<file path="src/rtl/btb_sa.sv">
// rtl/btb_sa.sv - set-associative branch target buffer with saturating direction counters
// Combinational lookup, posedge update from branch completion, multi-cycle invalidate-all sweep.
module btb_sa #(
  parameter int SETS  = 16,
  parameter int WAYS  = 2,
  parameter int CTR_W = 2
) (
  input  logic        clk,
  input  logic        rst,
  input  logic [31:0] lookup_pc_i,
  output logic        lookup_hit_o,
  output logic        lookup_taken_o,
  output logic [31:0] lookup_target_o,
  input  logic        update_valid_i,
  input  logic [31:0] update_pc_i,
  input  logic [31:0] update_target_i,
  input  logic        update_taken_i,
  input  logic        update_is_branch_i,
  input  logic        inval_req_i,
  output logic        inval_busy_o
);

  localparam int IDX_W = $clog2(SETS);
  localparam int WAY_W = (WAYS > 1) ? $clog2(WAYS) : 1;
  localparam int TAG_W = 30 - IDX_W;

  localparam logic [CTR_W-1:0] CTR_MAX = {CTR_W{1'b1}};
  localparam logic [CTR_W-1:0] CTR_WT  = {1'b1, {(CTR_W-1){1'b0}}};
  localparam logic [CTR_W-1:0] CTR_WNT = {1'b0, {(CTR_W-1){1'b1}}};

  typedef enum logic {IDLE, SWEEP} state_e;

  state_e             state_q;
  logic [IDX_W-1:0]   sweep_cnt_q;
  logic [WAYS-1:0]    valid_q  [SETS];
  logic [WAYS-1:0]    jump_q   [SETS];
  logic [TAG_W-1:0]   tag_q    [SETS][WAYS];
  logic [31:0]        target_q [SETS][WAYS];
  logic [CTR_W-1:0]   ctr_q    [SETS][WAYS];
  logic [WAY_W-1:0]   ptr_q    [SETS];

  logic pc_lsb_unused;
  assign pc_lsb_unused = ^{lookup_pc_i[1:0], update_pc_i[1:0]};

  // Lookup: descending scan so the lowest matching way wins.
  logic [IDX_W-1:0] lk_idx;
  logic [TAG_W-1:0] lk_tag;
  logic             lk_match;
  logic [WAY_W-1:0] lk_way;

  assign lk_idx = lookup_pc_i[IDX_W+1:2];
  assign lk_tag = lookup_pc_i[31:IDX_W+2];

  always_comb begin
    lk_match = 1'b0;
    lk_way   = '0;
    for (int w = WAYS - 1; w >= 0; w--) begin
      if (valid_q[lk_idx][w] && (tag_q[lk_idx][w] == lk_tag)) begin
        lk_match = 1'b1;
        lk_way   = WAY_W'(w);
      end
    end
  end

  assign lookup_hit_o    = lk_match && (state_q == IDLE);
  assign lookup_taken_o  = lookup_hit_o &&
                           (jump_q[lk_idx][lk_way] || ctr_q[lk_idx][lk_way][CTR_W-1]);
  assign lookup_target_o = lookup_hit_o ? target_q[lk_idx][lk_way] : 32'h0;
  assign inval_busy_o    = (state_q == SWEEP);

  // Update way selection: hit way, else lowest invalid way, else round-robin victim.
  logic [IDX_W-1:0] up_idx;
  logic [TAG_W-1:0] up_tag;
  logic             up_en;
  logic             up_hit;
  logic [WAY_W-1:0] up_hit_way;
  logic             up_inv_found;
  logic [WAY_W-1:0] up_inv_way;
  logic [WAY_W-1:0] up_way;
  logic [CTR_W-1:0] ctr_cur;
  logic [CTR_W-1:0] ctr_d;
  logic [WAY_W-1:0] ptr_d;
  logic             jump_d;

  assign up_idx = update_pc_i[IDX_W+1:2];
  assign up_tag = update_pc_i[31:IDX_W+2];
  assign up_en  = update_valid_i && (state_q == IDLE) && !inval_req_i;

  always_comb begin
    up_hit       = 1'b0;
    up_hit_way   = '0;
    up_inv_found = 1'b0;
    up_inv_way   = '0;
    for (int w = WAYS - 1; w >= 0; w--) begin
      if (valid_q[up_idx][w] && (tag_q[up_idx][w] == up_tag)) begin
        up_hit     = 1'b1;
        up_hit_way = WAY_W'(w);
      end
      if (!valid_q[up_idx][w]) begin
        up_inv_found = 1'b1;
        up_inv_way   = WAY_W'(w);
      end
    end
  end

  always_comb begin
    up_way  = up_hit ? up_hit_way : (up_inv_found ? up_inv_way : ptr_q[up_idx]);
    ctr_cur = ctr_q[up_idx][up_way];
    ctr_d   = ctr_cur;
    jump_d  = !update_is_branch_i;
    ptr_d   = ptr_q[up_idx];
    if (up_hit) begin
      jump_d = jump_q[up_idx][up_way] || !update_is_branch_i;
      if (update_is_branch_i) begin
        if (update_taken_i) ctr_d = (ctr_cur == CTR_MAX) ? ctr_cur : ctr_cur + 1'b1;
        else                ctr_d = (ctr_cur == '0)      ? ctr_cur : ctr_cur - 1'b1;
      end
    end else begin
      if (!update_is_branch_i) ctr_d = CTR_MAX;
      else if (update_taken_i) ctr_d = CTR_WT;
      else                     ctr_d = CTR_WNT;
      if (!up_inv_found)
        ptr_d = (ptr_q[up_idx] == WAY_W'(WAYS - 1)) ? '0 : ptr_q[up_idx] + 1'b1;
    end
  end

  always_ff @(posedge clk or posedge rst) begin
    if (rst) begin
      state_q     <= IDLE;
      sweep_cnt_q <= '0;
      for (int s = 0; s < SETS; s++) begin
        valid_q[s] <= '0;
        ptr_q[s]   <= '0;
        for (int w = 0; w < WAYS; w++) ctr_q[s][w] <= '0;
      end
    end else begin
      case (state_q)
        IDLE: begin
          if (inval_req_i) begin
            state_q     <= SWEEP;
            sweep_cnt_q <= '0;
          end else if (up_en) begin
            valid_q[up_idx][up_way] <= 1'b1;
            ctr_q[up_idx][up_way]   <= ctr_d;
            ptr_q[up_idx]           <= ptr_d;
          end
        end
        SWEEP: begin
          valid_q[sweep_cnt_q] <= '0;
          ptr_q[sweep_cnt_q]   <= '0;
          sweep_cnt_q          <= sweep_cnt_q + 1'b1;
          if (sweep_cnt_q == IDX_W'(SETS - 1)) state_q <= IDLE;
        end
        default: state_q <= IDLE;
      endcase
    end
  end

  // Payload fields need no reset; an invalid entry hides them.
  always_ff @(posedge clk) begin
    if (up_en) begin
      tag_q[up_idx][up_way]    <= up_tag;
      target_q[up_idx][up_way] <= update_target_i;
      jump_q[up_idx][up_way]   <= jump_d;
    end
  end

endmodule

</file>
<file path="config.mk">
export PLATFORM = sky130hd
export DESIGN_NAME = btb_sa
export DESIGN_NICKNAME = d
export VERILOG_FILES = /design/src/rtl/btb_sa.sv
export SDC_FILE = /design/constraint.sdc
export NUM_CORES = 2
export LEC_CHECK = 0
export CORE_MARGIN = 2
export CORE_UTILIZATION = 63
export CTS_CLUSTER_DIAMETER = 50
export DETAILED_ROUTE_END_ITERATION = 7
export PLACE_DENSITY = 0.76
export SLEW_MARGIN = 20
export SYNTH_ARGS = -nofsm -noshare
export SYNTH_HDL_FRONTEND = slang
export SYNTH_SLANG_ARGS = --single-unit
</file>
<file path="constraint.sdc">
create_clock -name clk -period 8.1 [get_ports clk]
set_clock_uncertainty 0.2 [all_clocks]
set_input_delay 1.62 -clock clk [delete_from_list [all_inputs] [get_ports clk]]
set_output_delay 1.62 -clock clk [all_outputs]
set_load 0.005 [all_outputs]
</file>
=== Word level (Yosys, flattened, before mapping) ===
Memories as Yosys holds them, arrays and structs flattened.
Index checks and enable logic that the tools add are counted.

* Add/subtract/negate cells: 4
* Order comparisons: 11
* Equality and inequality tests: 9
* Mux-type cells: 86
* Bitwise gates (word level): 12
* Reduce and logical (&&, ||, !) cells: 19

{| class="wikitable"
|+ Operators by type and width
! operator !! number
|-
| 32-bit two-way mux || 7
|-
| 26-bit == test || 4
|-
| 64-bit bitwise mux || 1
|-
| 64-bit two-way mux || 1
|-
| 32-bit case mux with 2 select lines || 1
|-
| 52-bit two-way mux || 1
|-
| 2-bit two-way mux || 21
|-
| 32-bit bitwise AND || 1
|-
| 4-bit binary-select mux with 4-bit select || 2
|-
| 32-bit demux with 1-bit select || 1
|-
| 16-bit two-way mux || 2
|-
| 32-bit inverter || 1
|-
| 32-bit bitwise OR || 1
|-
| 16-bit case mux with 2 select lines || 1
|-
| 1-bit two-way mux || 27
|-
| 26-bit demux with 1-bit select || 1
|-
| 26-bit two-way mux || 1
|-
| 4-bit two-way mux || 6
|-
| 16-bit bitwise AND || 1
|-
| 2-bit binary-select mux with 4-bit select || 2
|-
| 16-bit bitwise mux || 1
|-
| 2-bit demux with 4-bit select || 2
|-
| 4-bit demux with 4-bit select || 1
|-
| 16-bit inverter || 1
|-
| 28 further kinds || 53
|}

* Register bits after elaboration: 117
* Bits in writable memories: 1888
* Input bits: 102
* Output and inout port bits: 35
* Word-level logic and storage cells: 210
* Memories: 3

{| class="wikitable"
|+ Memory list
! name !! depth !! bits a word !! read ports !! clocked after Yosys merged registers in !! wr ports !! line !! text
|-
| target_q || 16 || 64 || 1 || 0 || 1 || 38 || <nowiki>logic [31:0] target_q [SETS][WAYS];</nowiki>
|-
| tag_q || 16 || 52 || 2 || 0 || 1 || 37 || <nowiki>logic [TAG_W-1:0] tag_q [SETS][WAYS];</nowiki>
|-
| jump_q || 16 || 2 || 2 || 0 || 1 || 36 || <nowiki>logic [WAYS-1:0] jump_q [SETS];</nowiki>
|}

=== Longest topological paths before layout ===
* Word-level depth: 18
* Depth in mapped cells: 17
* Depth with buffers taken out: 10

=== Least setup slack after synthesis ===
Ideal clock, no wire load.

* Path type: input port to flip-flop
* From: input update_pc_i[3]
* To: register ctr_q[62] in the netlist's numbering
* Arrival time: 7.611 ns
* Path slack: 0.157 ns
* Stages on the path: 14
* Path buffers: 7
* Cells stage by stage: buf_6 -> buf_6 -> buf_6 -> buf_6 -> buf_4 -> buf_2 -> mux4_2 -> mux4_2 -> o21ai_2 -> o31ai_4 -> buf_4 -> a21oi_1 -> mux2i_1 -> o21ai_2

* Word-level cells in the longest chain between the ends: 18
* Elaborated cells on any way between the ends: 47

{| class="wikitable"
|+ Ends and longest elaborated chain
! what !! line !! text
|-
| start: declaration || 15 || <nowiki>input logic [31:0] update_pc_i,</nowiki>
|-
| branches (longest 17 deep; another with memory read 16 x 52 bit) || -- ||
|-
| 64-bit bitwise mux (*) || 144 || <nowiki>ctr_q[up_idx][up_way] <= ctr_d;</nowiki>
|-
| end signal: indexed assignment || 144 ||
|-
| end: declaration || 39 || <nowiki>logic [CTR_W-1:0] ctr_q [SETS][WAYS];</nowiki>
|}

Mark *: on every way between the ends. The select of a mux whose other input is x is not followed.
A chain may end at the register's enable or synchronous reset.

=== Worst setup path in the final report ===
* From: input lookup_pc_i[2]
* To: output lookup_target_o[20]

* Word-level cells in the longest chain between the ends: 12
* Elaborated cells on any way between the ends: 19

{| class="wikitable"
|+ Ends and longest elaborated chain
! what !! line !! text
|-
| start: declaration || 10 || <nowiki>input logic [31:0] lookup_pc_i,</nowiki>
|-
| branches (longest 11 deep; another with memory read 16 x 52 bit) || -- ||
|-
| 32-bit two-way mux (*) || 68 || <nowiki>assign lookup_target_o = lookup_hit_o ? target_q[lk_idx][lk_way] : 32'h0;</nowiki>
|-
| end: declaration || 13 || <nowiki>output logic [31:0] lookup_target_o,</nowiki>
|}

Marked as above.

==> flow_metrics.py <==
metrics = {
    "worst_setup_path": {
        "path_class": "primary input to primary output",
        "cp_max_fo": 30,
        "arrival_ps": 6220,
        "critPathCaptureType": "primary output",
        "crit_required_ps": 6280,
        "start_kind": "primary input",
    },
    "finish": {
        "layout.cells.most_common": "edfxtp_1",
        "final_area_um2": 99190,
        "syn_to_final_growth_pct": 13.62,
        "fin_util_pct": 72.14,
        "final_layout_size_suffix_gt1_share_pct": 30.01,
        "fillerInstances": 7795,
        "final_cells": 6590,
        "fin_nets": 4725,
        "final_cell_mix": "edfxtp_1, mux4_2, mux2i_1, clkbuf_16, buf_4",
    },
    "synth": {
        "ys.warnings.count": 0,
        "synth_nets": 4408,
        "ys_types": 83,
        "synth-seq-cells": 2005,
        "postSynth.asyncResetShare_pct": 5.835,
        "syn_inst": 4302,
        "synth-main-ff-cell": "edfxtp_1",
        "avgSynthCellArea_um2": 20.29,
        "ys_seq_area_share_pct": 68.30,
        "netlist_area_um2": 87300,
        "synth_edf_count": 1888,
    },
    "global_route": {
        "grt_pass1_wl_um": 368000,
        "antenna_found_initial": 8,
        "track_usage_pct": 37.43,
        "grt_max_degree": 74,
        "grt_pass1_vias": 49550,
        "overflow": 0,
    },
    "clock_tree": {
        "cts_buffer_depth": 3,
        "clk_pin_slew_ps": 60,
        "numCtsBuffers": 201,
        "root_buffer": "clkbuf_16",
        "cts_num_sinks": 2005,
        "ctsHoldBuffers": 0,
        "insertion_delay_ps": 850,
        "h-tree-depth": 4,
        "post_cts_buffers": 0,
        "cts_tree": "done",
    },
    "drt": {
        "detail-route-antenna-nets": 0,
        "wire_per_inst_um": 39.63,
        "drt-initial-drc-count": 7733,
        "drcViolationCount": 0,
        "first_pass_iters": 6,
        "vias": 49670,
        "drt-total-wl_um": 261200,
        "via_per_inst": 7.537,
    },
    "hold_path": {
        "min_path_type": "flip-flop to flip-flop",
    },
    "timing": {
        "timing.slew.headroom_pct": 25.29,
        "hold_viol_final": 0,
        "tightest_slew_ps": 1117,
        "setup_violations": 0,
        "rsz0062_at_grt": "no",
        "fmax_mhz": 124.4,
        "final.setup.tns_ps": 0,
        "whs_ps": 298.5,
        "postLayoutSetupSlackWorst_ps": 63.83,
        "min_period_ps": 8036,
        "fin_crit_sh_pct": 99.21,
        "slew_violations": 0,
    },
    "pwr": {
        "seqPwrFrac_pct": 50.9,
        "power_mw": 22.71,
        "p_sw_share_pct": 23.05,
        "power.leakage_nw": 32.40,
        "clockPowerShare_pct": 40.9,
        "p_sw_mw": 5.236,
        "power_density_nw_per_um2": 229.0,
        "p_comb_share_pct": 8.2,
        "intPower_mw": 17.48,
        "vdd_ir_drop_max_mv": 0.2582,
    },
    "placement": {
        "dp_hpwl_um": 150700,
        "port_buffers": 132,
        "place_ws_ps": 72.31,
        "dp.cells": 6210,
        "placed_area_um2": 92590,
        "gp_congestion": 1.020,
    },
    "floorplan": {
        "io_pins": 137,
        "die_area_um2": 141600,
        "die-height_um": 376.2,
        "core-area_um2": 137500,
        "die_w_um": 376.2,
        "initial_core_util_pct": 63.49,
        "num_rows": 136,
    },
    "job": {
        "drv_cap": 0,
    },
    "status": {
        "status": "finished clean",
    },
}
==> cells by family after synthesis <==
| family | after synthesis | synth area share, % |
|---|---|---|
| AND/OR/NAND/NOR | 447 | 2.462 |
| flip-flops | 2005 | 68.30 |
| XOR/XNOR | 108 | 1.092 |
| buffers and inverters | 319 | 1.835 |
| AO/OA/AOI/OAI | 377 | 3.180 |
| multiplexers | 1042 | 23.08 |
| adder cells (fa/ha/maj) | 4 | 0.05733 |
==> synth_stat cells (all sizes together) (21+ instances only) <==
cell	count	share of area, %
a211oi	23	0.21
a21oi	64	0.43
a22oi	59	0.51
buf	178	1.2
clkbuf	95	0.41
dfrtp	117	3.4
edfxtp	1888	65
inv	44	0.19
mux2	21	0.27
mux2i	247	2.8
mux4	774	20
nand2	139	0.60
nand3	81	0.47
nand4	25	0.19
nor2	97	0.42
nor3	31	0.18
o21ai	68	0.50
o22a	34	0.34
xnor2	80	0.80
xor2	28	0.29
==> sequential cells by signal, summed over array words and instances (netlist names) <==
signal and flops:
ptr_q 16, sweep_cnt_q 4, jump_q 32, valid_q 32
inval_busy_o 1, target_q 1024, tag_q 832, ctr_q 64
==> power groups by stage <==
stage                     sequential [mW]  combinational, mW  clock [mW]
final                                11.6               1.87        9.29
after CTS                            11.6               1.84        9.35
after floorplan                      11.7               1.14           0
after global placement               11.8               1.80           0
after detailed placement             11.8               1.82           0
after global routing                 11.6               1.95        9.69
==> final cells by class <==
class	instances	area (um2)	area share, %
Clock buffer	237	5238	5.280
Antenna cell	7	17.52	0.01766
Tap cell	1794	2245	2.263
Sequential cell	2005	59620	60.11
Inverter	46	215.2	0.2170
Clock inverter	136	1300	1.311
Multi-Input combinational cell	1978	26240	26.46
Timing Repair Buffer	387	4308	4.343
==> per-layer routing <==
| metal | part of all wire [%] | wire [um] | global-route usage (%) | vias to the layer above |
|---|---|---|---|---|
| met1 | 35 | 90570 | 50.56 | 25960 |
| li1 | - | - | - | 18920 |
| met5 | 0.023 | 61 | 0 | - |
| met3 | 11 | 29490 | 7.904 | 784 |
| met4 | 6.1 | 16020 | 19.92 | 8 |
| met2 | 48 | 125100 | 58.40 | 4005 |
==> worst paths after layout <==
check                               startpoint                   to  slack (ps)  cells after the start
worst max register to register   tag_q[11][25]     target_q[15][23]        2470                     10
worst min register to register     valid_q[10]          valid_q[10]         300                      1
worst min-delay path               valid_q[10]          valid_q[10]         300                      1
min in group asynchronous                  rst       sweep_cnt_q[0]        1130                      2
worst max-delay path            lookup_pc_i[2]  lookup_target_o[20]          60                     15
max in group asynchronous                  rst            ctr_q[43]        5420                      3
==> worst max-delay path, cell delays in order <==
cell and delay, ps:
buf_12 220, buf_4 480, mux4_2 580, mux4_2 500
xnor2_1 250, nand4_1 200, nor2_1 210, nand4_1 360
buf_6 270, nor2b_4 170, buf_12 250, buf_4 170
mux2i_1 280, nor2_1 100, clkdlybuf4s50_1 480
==> repair_timing <==
| action | 4_1_cts | 5_1_grt |
|---|---|---|
| pin swaps | 0 | 1 |
| endpoints found under the setup margin | 1 | 31 |
| gates resized for setup | 2 | 7 |
(Power assumes the default switching activity.)
